## src/rtl/seg7_pkg.sv

```systemverilog
// rtl/seg7_pkg.sv - shared types, constants and BCD helpers for the seven-segment display path
package seg7_pkg;

    typedef enum logic [1:0] {IDLE, CONV, DONE} state_t;

    localparam logic [3:0]  SEG_BLANK = 4'hF;
    localparam logic [26:0] MAX_DISP  = 27'd99_999_999;
    localparam int          DIGITS    = 8;
    localparam int          ACC_W     = 4 * DIGITS;

    // Double-dabble pre-shift correction: any nibble >= 5 would exceed 9 after doubling.
    function automatic logic [ACC_W-1:0] dabble_adjust(input logic [ACC_W-1:0] acc);
        logic [ACC_W-1:0] r;
        r = acc;
        for (int i = 0; i < DIGITS; i++) begin
            if (acc[4*i +: 4] >= 4'd5) begin
                r[4*i +: 4] = acc[4*i +: 4] + 4'd3;
            end
        end
        return r;
    endfunction

    // Digit 0 is never considered, so a zero value still shows a single 0.
    function automatic logic [ACC_W-1:0] blank_leading(input logic [ACC_W-1:0] digs);
        logic [ACC_W-1:0] r;
        logic             lead;
        r    = digs;
        lead = 1'b1;
        for (int i = DIGITS - 1; i >= 1; i--) begin
            if (lead && (digs[4*i +: 4] == 4'd0)) begin
                r[4*i +: 4] = SEG_BLANK;
            end else begin
                lead = 1'b0;
            end
        end
        return r;
    endfunction

endpackage

```

## src/rtl/seg7_scan_div.sv

```systemverilog
// rtl/seg7_scan_div.sv - free-running scan-rate divider producing a one-cycle tick
module seg7_scan_div #(
    parameter int SCAN_DIV = 50000
) (
    input  logic clk,
    input  logic rst,
    output logic tick
);

    localparam int             CNT_W = (SCAN_DIV > 1) ? $clog2(SCAN_DIV) : 1;
    localparam logic [CNT_W-1:0] LAST = CNT_W'(SCAN_DIV - 1);

    logic [CNT_W-1:0] cnt;

    always_ff @(posedge clk) begin
        if (rst) begin
            cnt <= '0;
        end else if (cnt == LAST) begin
            cnt <= '0;
        end else begin
            cnt <= cnt + 1'b1;
        end
    end

    assign tick = (cnt == LAST);

endmodule

```

## src/rtl/seg7_display_ctrl.sv

```systemverilog
// rtl/seg7_display_ctrl.sv - binary to 8-digit BCD converter with held digits and scan tick
module seg7_display_ctrl
    import seg7_pkg::*;
#(
    parameter int BIN_W    = 27,
    parameter int SCAN_DIV = 50000
) (
    input  logic             clk,
    input  logic             rst,
    input  logic             start,
    input  logic [BIN_W-1:0] bin,
    input  logic             blank_lz,
    output logic             ready,
    output logic             done,
    output logic             overflow,
    output logic             scan_tick,
    output logic [3:0]       d0,
    output logic [3:0]       d1,
    output logic [3:0]       d2,
    output logic [3:0]       d3,
    output logic [3:0]       d4,
    output logic [3:0]       d5,
    output logic [3:0]       d6,
    output logic [3:0]       d7
);

    localparam int               STEP_W    = $clog2(BIN_W);
    localparam logic [STEP_W-1:0] LAST_STEP = STEP_W'(BIN_W - 1);

    state_t            state;
    logic [BIN_W-1:0]  shreg;
    logic [ACC_W-1:0]  acc;
    logic [STEP_W-1:0] step;
    logic              ovf_pend;
    logic [ACC_W-1:0]  digs;

    logic [ACC_W-1:0]  acc_next;
    logic [BIN_W-1:0]  shreg_next;

    always_comb begin
        acc_next   = '0;
        shreg_next = '0;
        {acc_next, shreg_next} = {dabble_adjust(acc), shreg} << 1;
    end

    // Digits are committed on the edge that enters DONE so they are valid while done is high.
    always_ff @(posedge clk) begin
        if (rst) begin
            state    <= IDLE;
            ready    <= 1'b1;
            done     <= 1'b0;
            overflow <= 1'b0;
            digs     <= '0;
            shreg    <= '0;
            acc      <= '0;
            step     <= '0;
            ovf_pend <= 1'b0;
        end else begin
            case (state)
                IDLE: begin
                    done <= 1'b0;
                    if (start) begin
                        shreg    <= bin;
                        acc      <= '0;
                        step     <= '0;
                        ovf_pend <= (64'(bin) > 64'(MAX_DISP));
                        ready    <= 1'b0;
                        state    <= CONV;
                    end
                end
                CONV: begin
                    acc   <= acc_next;
                    shreg <= shreg_next;
                    step  <= step + 1'b1;
                    if (step == LAST_STEP) begin
                        state <= DONE;
                        done  <= 1'b1;
                        if (ovf_pend) begin
                            overflow <= 1'b1;
                            digs     <= {DIGITS{SEG_BLANK}};
                        end else begin
                            overflow <= 1'b0;
                            digs     <= blank_lz ? blank_leading(acc_next) : acc_next;
                        end
                    end
                end
                DONE: begin
                    done  <= 1'b0;
                    ready <= 1'b1;
                    state <= IDLE;
                end
                default: begin
                    state <= IDLE;
                    ready <= 1'b1;
                    done  <= 1'b0;
                end
            endcase
        end
    end

    assign {d7, d6, d5, d4, d3, d2, d1, d0} = digs;

    seg7_scan_div #(
        .SCAN_DIV(SCAN_DIV)
    ) u_scan_div (
        .clk (clk),
        .rst (rst),
        .tick(scan_tick)
    );

endmodule

```

## config.mk

```make
export PLATFORM = sky130hd
export DESIGN_NAME = seg7_display_ctrl
export DESIGN_NICKNAME = d
export VERILOG_FILES = /design/src/rtl/seg7_pkg.sv /design/src/rtl/seg7_scan_div.sv /design/src/rtl/seg7_display_ctrl.sv
export SDC_FILE = /design/constraint.sdc
export NUM_CORES = 1
export LEC_CHECK = 0
export ABC_AREA = 1
export BUFFER_PORTS_ARGS = -buffer_cell sky130_fd_sc_hd__buf_2
export CORE_AREA = 2 2 109 111
export CTS_CLUSTER_DIAMETER = 120
export DETAILED_ROUTE_END_ITERATION = 8
export DIE_AREA = 0 0 111 113
export GPL_TIMING_DRIVEN = 0
export PLACE_DENSITY = 0.76
export SKIP_CTS_REPAIR_TIMING = 1
export SYNTH_ARGS = -nofsm -noshare
export SYNTH_HDL_FRONTEND = slang
export SYNTH_SLANG_ARGS = --single-unit
```

## constraint.sdc

```tcl
create_clock -name clk -period 3.1 [get_ports clk]
set_clock_uncertainty 0.15 [all_clocks]
set_input_delay 0.62 -clock clk [delete_from_list [all_inputs] [get_ports clk]]
set_output_delay 0.62 -clock clk [all_outputs]
set_load 0.02 [all_outputs]
```

==> results.cfg <==
[power]
power_leakage_nw = 3.01
peakVddDrop_mv = 0.318
design_power_total_mw = 3.78
power.density_mw_per_mm2 = 562

[timing]
tns_ns = 0
hold_violations = 0
setup-violations-final = 0
finalCritPeriodShare_pct = 76.5
slew_headroom_pct = 59.1
rsz0062_at_grt = no
tightest_slew_ns = 0.611
drv_slew = 0
max_freq_ghz = 0.422
min_period_ns = 2.37

[synthesis]
synth_warnings = 0
synth_cells = 760
yosysSeqAreaShare_pct = 42.0
synth_seq_cells = 118
syn_avg_cell_area_um2 = 7.41
yosysUniqueCellTypes = 40
synth.cell_area_mm2 = 0.00563
syn_nets = 810

[routing]
drtPass1Iterations = 4
drc = 0
antenna_left = 0
num_vias = 5334
drt_iter0_drc = 294
wl_per_cell_um = 14.0
viasPerCell = 5.33
drt-total-wl_um = 14000

[worst_setup_path]
crit_path_start = u_scan_div.cnt[0]
cp.arrival_ns = 1.60
start_kind = flip-flop
crit_fanout = 3
path_class = flip-flop to primary output
critPathRequiredTime_ns = 2.33
r2r-start = acc[28]
reg2reg_slack_ns = 0.92
end_kind = primary output

[place]
place.gp.congestion = 0.891
place_area_mm2 = 0.00613
port_buffers = 65
place_hpwl_um = 9810

[grt]
grt_start_max_net_pins = 17
grt_use_total_pct = 22.1
grt_pass1_wl_um = 22600
grt_pass1_vias = 4836
antenna_found_initial = 0
grt_overflow = 0

[layout]
final_cell_area_mm2 = 0.00674
final_cell_mix = nand2_1, dfxtp_1, inv_1
antennaDiodeCount = 0
nNetsFinal = 894
layout_commonest_cell = nand2_1
final_layout_size_suffix_gt1_share_pct = 18.3
synthToLayoutAreaGrowth_pct = 19.6

[floorplan]
io_pins = 67
rows = 39
core_mm2 = 0.0113
initial_core_util_pct = 50.0
die_w_um = 111
die_area_mm2 = 0.0125
dieHeight_um = 113

[worst_hold_path]
hold_path.class = flip-flop to flip-flop
worstHoldStart = u_scan_div.cnt[0]

[cts]
cts_root_buffer = clkbuf_16
clkTransAtPathRegs_ns = 0.06
cts_tree = yes
insertion_delay_ns = 0.41
cts.sinks = 118
htree_levels = 4
cts_buffers = 17
clk_path_buf_depth = 2

[outcome]
status = complete, no violations

[flow_run]
max_cap_viol_count = 0
final timing paths:
path	endpoint	cells past startpoint
min	u_scan_div.cnt[0]	1
min reg2reg	u_scan_div.cnt[0]	1
max	scan_tick	6
max reg2reg	digs[6]	14
Yosys cell counts, drive strengths merged:
cell | instances | area [um2]
nand2 | 172 | 671
dfxtp | 118 | 2360
inv | 87 | 327
nor2 | 79 | 365
o21ai | 68 | 348
a21oi | 44 | 220
nand3 | 36 | 238
o22ai | 29 | 181
ha | 19 | 238
a31oi | 18 | 113
clkbuf | 16 | 60.1
nand4 | 16 | 106
a22oi | 14 | 105
buf | 13 | 81.3
nor3 | 12 | 71.3
xor2 | 5 | 43.8
or2 | 4 | 25.0
nor3b | 2 | 15.0
nor4 | 2 | 12.5
a211oi | 1 | 7.51
a221oi | 1 | 8.76
and3 | 1 | 6.26
clkinv | 1 | 5.00
o221a | 1 | 11.3
o221ai | 1 | 8.76
metal layers:
layer / global-route usage [%] / routed length (um) / vias to the layer above
li1: - / - / 2723
met1: 28.9 / 6450 / 2477
met2: 37.0 / 6770 / 117
met3: 4.66 / 619 / 17
met4: 6.67 / 178 / 0
met5: 0 / 0 / -
metrics by stage:
stage | std cells | hold WS, ns | utilization, % | setup slack [ns]
after floorplan | 760 | 0.268 | - | 1.26
after global placement | 968 | 0.281 | 54.4 | 0.703
after detailed placement | 968 | 0.293 | 54.4 | 0.729
after CTS | 1000 | 0.306 | 59.8 | 0.716
after global routing | 1000 | 0.333 | 59.8 | 0.603
final | 1000 | 0.303 | 59.8 | 0.730
registers in the layout (all words and copies together) (netlist names):
name,count
ovf_pend,1
digs,32
u_scan_div.cnt,16
state,2
shreg,27
done,1
ready,1
acc,32
overflow,1
step,5
critical path: stages, from the launching register on:
cell	delay, ns
dfxtp_1	0.36
ha_1	0.17
nand2_1	0.08
nor2_2	0.13
nand2_1	0.12
nor2_1	0.15
buf_2	0.18
cell families (layout without fill, tap and decap cells):
logic type,after synthesis,after routing,synth area share [%]
fa+ha+maj,19,19,4.22
buf+inv,117,214,8.40
simple gates,324,324,26.8
compound gates,177,177,17.8
xor+xnor,5,5,0.778
flops,118,118,42.0
power by group:
group          total, mW  leakage (nW)  internal (mW)  switching, mW
clock network       1.98         0.270           1.23          0.744
logic              0.228          1.78         0.0725          0.156
registers           1.58         0.956           1.56         0.0222
total               3.78          3.01           2.86          0.922
final cells by class:
class	count	area (um2)
inverter	88	332
clock buffer	19	453
multi-input combinational	525	2800
timing repair buffer	65	325
clock inverter	13	148
sequential	118	2360
fill	991	4540
tap	143	179
buffer	29	141
No activity file was read; power rests on OpenSTA's default activity.
